--- src/rtl/seq_compare_pkg.sv ---
// Shared types for the iterative magnitude comparator: FSM encodings and
// the index-counter width helper.
package seq_compare_pkg;

    // 2'd3 is unused; the FSM treats it as illegal and returns to idle.
    typedef enum logic [1:0] {
        S_IDLE = 2'd0,
        S_SCAN = 2'd1,
        S_DONE = 2'd2
    } state_t;

    function automatic int idx_width(input int ndig);
        return (ndig > 1) ? $clog2(ndig) : 1;
    endfunction

endpackage

--- src/rtl/seq_compare_if.sv ---
// Operand/result handshake bundle between a requester and seq_compare.
interface seq_compare_if #(
    parameter int WIDTH = 32
);
    logic             in_valid;
    logic             in_ready;
    logic [WIDTH-1:0] data_A;
    logic [WIDTH-1:0] data_B;
    logic             signed_mode;
    logic             out_valid;
    logic             out_ready;
    logic             lt;
    logic             eq;
    logic             gt;

    modport master (
        output in_valid, data_A, data_B, signed_mode, out_ready,
        input  in_ready, out_valid, lt, eq, gt
    );

    modport slave (
        input  in_valid, data_A, data_B, signed_mode, out_ready,
        output in_ready, out_valid, lt, eq, gt
    );
endinterface

--- src/rtl/seq_compare_digit_compare.sv ---
// Combinational unsigned comparator for one digit, built as a ripple
// generate/propagate chain from LSB to MSB.
module digit_compare #(
    parameter int DIGIT = 4
) (
    input  logic [DIGIT-1:0] a,
    input  logic [DIGIT-1:0] b,
    output logic             lt,
    output logic             eq
);
    logic [DIGIT-1:0] gen;
    logic [DIGIT-1:0] prop;
    logic [DIGIT:0]   chain;

    assign chain[0] = 1'b0;

    // A higher bit decides on its own; only when it matches does the lower verdict pass up.
    for (genvar gi = 0; gi < DIGIT; gi++) begin : g_bit
        assign gen[gi]      = ~a[gi] & b[gi];
        assign prop[gi]     = ~(a[gi] ^ b[gi]);
        assign chain[gi+1]  = gen[gi] | (prop[gi] & chain[gi]);
    end

    assign lt = chain[DIGIT];
    assign eq = &prop;
endmodule

--- src/rtl/seq_compare.sv ---
// Iterative MSB-first magnitude comparator: scans DIGIT bits per cycle and
// stops at the first differing digit; signed mode biases the sign bit.
module seq_compare
    import seq_compare_pkg::*;
#(
    parameter int WIDTH = 32,
    parameter int DIGIT = 4
) (
    input  logic          clock,
    input  logic          reset,
    seq_compare_if.slave  bus
);
    localparam int NDIG = WIDTH / DIGIT;
    localparam int IDXW = idx_width(NDIG);

    if ((WIDTH % DIGIT) != 0) begin : g_bad_digit
        $error("seq_compare: WIDTH must be a multiple of DIGIT");
    end

    localparam logic [WIDTH-1:0] SIGN_MASK = {1'b1, {(WIDTH-1){1'b0}}};
    localparam logic [IDXW-1:0]  IDX_TOP   = IDXW'(NDIG - 1);

    state_t           state_reg;
    state_t           state_next;
    logic [WIDTH-1:0] a_reg;
    logic [WIDTH-1:0] b_reg;
    logic [IDXW-1:0]  idx_reg;
    logic             lt_reg;
    logic             eq_reg;
    logic             gt_reg;

    logic [DIGIT-1:0] dig_a;
    logic [DIGIT-1:0] dig_b;
    logic             dig_lt;
    logic             dig_eq;
    logic             last_digit;

    assign dig_a      = a_reg[int'(idx_reg) * DIGIT +: DIGIT];
    assign dig_b      = b_reg[int'(idx_reg) * DIGIT +: DIGIT];
    assign last_digit = (idx_reg == '0);

    digit_compare #(.DIGIT(DIGIT)) u_digit (
        .a  (dig_a),
        .b  (dig_b),
        .lt (dig_lt),
        .eq (dig_eq)
    );

    always_ff @(posedge clock) begin
        if (!reset) begin
            state_reg <= S_IDLE;
        end else begin
            state_reg <= state_next;
        end
    end

    always_comb begin
        state_next = state_reg;
        case (state_reg)
            S_IDLE: if (bus.in_valid) state_next = S_SCAN;
            S_SCAN: if (!dig_eq || last_digit) state_next = S_DONE;
            S_DONE: if (bus.out_ready) state_next = S_IDLE;
            default: state_next = S_IDLE;
        endcase
    end

    always_comb begin
        bus.in_ready  = reset && (state_reg == S_IDLE);
        bus.out_valid = (state_reg == S_DONE);
        bus.lt        = lt_reg;
        bus.eq        = eq_reg;
        bus.gt        = gt_reg;
    end

    // Flipping both sign bits maps two's-complement order onto unsigned order.
    always_ff @(posedge clock) begin
        if (!reset) begin
            a_reg   <= '0;
            b_reg   <= '0;
            idx_reg <= '0;
            lt_reg  <= 1'b0;
            eq_reg  <= 1'b0;
            gt_reg  <= 1'b0;
        end else begin
            case (state_reg)
                S_IDLE: begin
                    if (bus.in_valid) begin
                        a_reg   <= bus.data_A ^ (bus.signed_mode ? SIGN_MASK : '0);
                        b_reg   <= bus.data_B ^ (bus.signed_mode ? SIGN_MASK : '0);
                        idx_reg <= IDX_TOP;
                    end
                end
                S_SCAN: begin
                    if (!dig_eq) begin
                        lt_reg <= dig_lt;
                        gt_reg <= ~dig_lt;
                    end else if (last_digit) begin
                        eq_reg <= 1'b1;
                    end else begin
                        idx_reg <= idx_reg - 1'b1;
                    end
                end
                S_DONE: begin
                    if (bus.out_ready) begin
                        lt_reg <= 1'b0;
                        eq_reg <= 1'b0;
                        gt_reg <= 1'b0;
                    end
                end
                default: begin
                    lt_reg <= 1'b0;
                    eq_reg <= 1'b0;
                    gt_reg <= 1'b0;
                end
            endcase
        end
    end
endmodule

--- src/flat_wrapper.sv ---
// flat-port wrapper written by rule: the top's interface ports become plain ports
module seq_compare_flat import seq_compare_pkg::*;
#(
    parameter int WIDTH = 32,
    parameter int DIGIT = 4
)
  (clock, reset, bus_in_valid, bus_data_A, bus_data_B, bus_signed_mode, bus_out_ready, bus_in_ready, bus_out_valid, bus_lt, bus_eq, bus_gt);
  seq_compare_if #(.WIDTH(WIDTH)) bus_i ();
  input  logic clock;
  input  logic reset;
  input wire logic [$bits(bus_i.in_valid)-1:0] bus_in_valid;
  input wire logic [$bits(bus_i.data_A)-1:0] bus_data_A;
  input wire logic [$bits(bus_i.data_B)-1:0] bus_data_B;
  input wire logic [$bits(bus_i.signed_mode)-1:0] bus_signed_mode;
  input wire logic [$bits(bus_i.out_ready)-1:0] bus_out_ready;
  output wire logic [$bits(bus_i.in_ready)-1:0] bus_in_ready;
  output wire logic [$bits(bus_i.out_valid)-1:0] bus_out_valid;
  output wire logic [$bits(bus_i.lt)-1:0] bus_lt;
  output wire logic [$bits(bus_i.eq)-1:0] bus_eq;
  output wire logic [$bits(bus_i.gt)-1:0] bus_gt;
  assign bus_i.in_valid = bus_in_valid;
  assign bus_i.data_A = bus_data_A;
  assign bus_i.data_B = bus_data_B;
  assign bus_i.signed_mode = bus_signed_mode;
  assign bus_i.out_ready = bus_out_ready;
  assign bus_in_ready = bus_i.in_ready;
  assign bus_out_valid = bus_i.out_valid;
  assign bus_lt = bus_i.lt;
  assign bus_eq = bus_i.eq;
  assign bus_gt = bus_i.gt;
  seq_compare #(.WIDTH(WIDTH), .DIGIT(DIGIT)) u_core (.clock(clock), .reset(reset), .bus(bus_i));
endmodule
--- config.mk ---
export PLATFORM = sky130hd
export DESIGN_NAME = seq_compare_flat
export DESIGN_NICKNAME = d
export VERILOG_FILES = /design/src/rtl/seq_compare_pkg.sv /design/src/rtl/seq_compare_if.sv /design/src/rtl/seq_compare_digit_compare.sv /design/src/rtl/seq_compare.sv /design/src/flat_wrapper.sv
export SDC_FILE = /design/constraint.sdc
export NUM_CORES = 1
export LEC_CHECK = 0
export ABC_AREA = 1
export CAP_MARGIN = 25
export CELL_PAD_IN_SITES_DETAIL_PLACEMENT = 1
export CELL_PAD_IN_SITES_GLOBAL_PLACEMENT = 1
export CORE_MARGIN = 4
export CORE_UTILIZATION = 35
export CTS_CLUSTER_DIAMETER = 50
export DETAILED_ROUTE_END_ITERATION = 8
export HOLD_SLACK_MARGIN = 0.08
export PLACE_DENSITY = 0.88
export SYNTH_ARGS = -nofsm -noshare
export SYNTH_HDL_FRONTEND = slang
export SYNTH_SLANG_ARGS = --single-unit
export TNS_END_PERCENT = 1
--- constraint.sdc ---
create_clock -name clock -period 2.65 [get_ports clock]
set_input_delay 0.6625 -clock clock [delete_from_list [all_inputs] [get_ports clock]]
set_output_delay 0.6625 -clock clock [all_outputs]
set_load 0.03 [all_outputs]
==> flow_summary.toml <==
[logic_synthesis]
syn_nets = 540
synth_cell_type_count = 27
synth.most_common_cell = "nor2_1"
synth-seq-cells = 72
yosysWarnings = 0
netlist_instances = 465
ys_seq_area_share_pct = 44.0
synth-edff-count = 0
synth_top_cell_by_area = "dfxtp_1"
async_reset_ff_share_pct = 0
netlist_top_cells_count = "nor2_1, dfxtp_1, o21ai_0"
syn_avg_cell_area_um2 = 7.05
yosys-top-cells-area = "dfxtp_1, nor2_1, o21ai_0, o21ai_1, nand2_1"
ys.flop_type = "dfxtp_1"
synth_top_cell_area_share_pct = 44.0
synth_area_mm2 = 0.00328

[routing]
first_iter_violations = 133
wirelength_mm = 9.49
wl_met3_um = 424
drc = 0
drtPass1Iterations = 4
viasPerCell = 5.07
postRouteAntennaNets = 0
dr_wl_met2_mm = 4.73
met1_length_mm = 4.13
highest_layer = "met4"
wl_per_cell_um = 14.8
vias = 3252

[worst_setup_path]
r2r_end = "u_core.idx_reg[2]$_SDFFE_PN0P_"
arrival_ps = 2670
start_kind = "flip-flop"
cp_max_fo = 17
crit_type = "flip-flop to flip-flop"
reg2reg_from = "u_core.idx_reg[0]$_SDFFE_PN0P_"
worstPathRequired_ps = 2900
cp-end-kind = "flip-flop"
reg2reg_depth = 14
ff2ff_setup_slack_ps = 230

[finish]
multi_input_area_mm2 = 0.00159
layout-drive-gt1-share_pct = 6.97
nFillCells = 1166
n_antenna_cell = 0
syn_to_final_growth_pct = 30.0
nets = 601
fin_cells = 642
seq_area_mm2 = 0.00144

[sta]
rsz0062_at_grt = "no"
finalHoldViolCount = 0
setup_viol = 0
fin_crit_sh_pct = 91.4
worst_pin_slew_ps = 524
max_clock_freq_mhz = 413
report.final.slew_viol_count = 0
post-route-min-period_ps = 2420
setup_tns_ps = 0
relSlewSlack_pct = 65.1
finalClockSkew_ps = 7.42

[global_route]
grt_pass1_vias = 3203
grt_usage_pct = 17.2
grt_max_degree = 66
grt_pass1_wl_mm = 15.3
antenna_found_initial = 0
grt-ovfl-total = 0

[die]
dieHeight_um = 105
coreArea_mm2 = 0.00920
dieArea_mm2 = 0.0110
io_pins = 74
fp-row-count = 35
initial_core_util_pct = 35.7
die_x_um = 105

[clock_tree]
clock_sinks = 72
cts_buffer_depth = 2
clk_latency_ps = 370
htreeDepth = 3
clk_pin_slew_ps = 80
numCtsBuffers = 9
ctsRootBufferMaster = "clkbuf_8"
cts_tree = "yes"

[pwr]
power_density_mw_per_mm2 = 767
power.leakage_nw = 1.73
ir_drop_uv = 224
switching_share_pct = 34.3
p_comb_share_pct = 28.6
intPower_w = 0.00215
power_frac_clock_pct = 30.2
p_sw_w = 0.00112
sequentialPowerShare_pct = 41.2

[min_path]
hold_depth = 2
min_from = "u_core.bus.eq$_SDFFE_PN0P_"
hold-path-endpoint = "u_core.bus.eq$_SDFFE_PN0P_"
worstHoldPathType = "flip-flop to flip-flop"

[run]
maxCapViolations = 0

[placed_design]
dp_cells = 624
port-buffer-count = 73
place_hpwl_mm = 7.08
gp_congestion = 0.884

[outcome]
status = "finished, final reports clean"
-- area by class of cell --
| class | count | area share, % |
|---|---|---|
| Clock buffer | 9 | 2.90 |
| Timing Repair Buffer | 81 | 18.7 |
| Multi-Input combinational cell | 346 | 37.3 |
| Tap cell | 111 | 3.26 |
| Inverter | 16 | 1.61 |
| Sequential cell | 72 | 33.8 |
| Clock inverter | 7 | 2.41 |
-- through the flow --
stage               cell area, um^2  setup WS [ps]  total power (W)  util [%]  hold slack (ps)
CTS                            4240            113          0.00328      46.1              469
global route                   4260           19.2          0.00348      46.4              503
floorplan                      3280            638          0.00199         -              429
global placement               4020            356          0.00223      43.7              444
finish                         4260            227          0.00327      46.4              467
detailed placement             4020            126          0.00229      43.7              457
-- critical path, stage by stage (launching register included) --
cell and delay (ps):
dfxtp_1 410, buf_4 250, nor2_1 70, nor2_1 90, o21ai_0 110, o211ai_1 100, o21ai_0 130, ha_1 340
nand2_1 60, nor2_1 320, nor2_1 130, inv_1 110, nand2_1 80, nand2_1 70, a21oi_1 60
-- routing by layer --
metal	up-vias	global-route usage [%]
li1	1645	-
met2	67	29.6
met5	-	0
met3	19	5.00
met1	1521	20.6
met4	0	5.25
-- cells in the final DEF, fill, tap and decap left out, drive strengths merged --
master and instances:
or2 1, buf 10, clkinvlp 2, o22ai 13, clkdlybuf4s50 71, inv 17
clkbuf 9, a21oi 5, clkinv 2, nor3 1, xnor2 1, a31oi 1
o211ai 5, xor2 1, a211oi 1, ha 6, nand3 4, o21ai 100
bufinv 2, nand2 37, nor2 170, dfxtp 72
-- power by group through the flow --
stage / clock, W / combinational (W) / sequential, W
global route: 0.00105 / 0.00107 / 0.00136
floorplan: 0 / 0.000652 / 0.00133
CTS: 0.00101 / 0.000935 / 0.00134
global placement: 0 / 0.000871 / 0.00136
detailed placement: 0 / 0.000929 / 0.00136
finish: 0.000988 / 0.000937 / 0.00135
-- worst max path at each step --
stage | end | cells after the start | slack (ps) | startpoint
after floorplan | bus_in_ready | 3 | 640 | reset
after global placement | u_core.idx_reg[2]$_SDFFE_PN0P_ | 13 | 360 | u_core.idx_reg[1]$_SDFFE_PN0P_
after detailed placement | u_core.idx_reg[2]$_SDFFE_PN0P_ | 13 | 130 | u_core.idx_reg[1]$_SDFFE_PN0P_
after CTS | u_core.idx_reg[2]$_SDFFE_PN0P_ | 13 | 110 | u_core.idx_reg[1]$_SDFFE_PN0P_
after global routing | u_core.idx_reg[2]$_SDFFE_PN0P_ | 14 | 20 | u_core.idx_reg[0]$_SDFFE_PN0P_
final | u_core.idx_reg[2]$_SDFFE_PN0P_ | 14 | 230 | u_core.idx_reg[0]$_SDFFE_PN0P_
-- timing repair --
| item | CTS | global route |
|---|---|---|
| setup endpoints to repair | 0 | 8 |
| gates resized for setup | 0 | 4 |
| hold buffers | 0 | 0 |
| setup buffers | 0 | 2 |
-- cell families after synthesis --
logic type | Yosys count | synth area share (%)
compound gates | 125 | 20.1
xor+xnor | 2 | 0.534
fa+ha+maj | 6 | 2.29
buf+inv | 47 | 7.52
flops | 72 | 44.0
simple gates | 213 | 25.6
No activity file was read; power rests on OpenSTA's default activity.
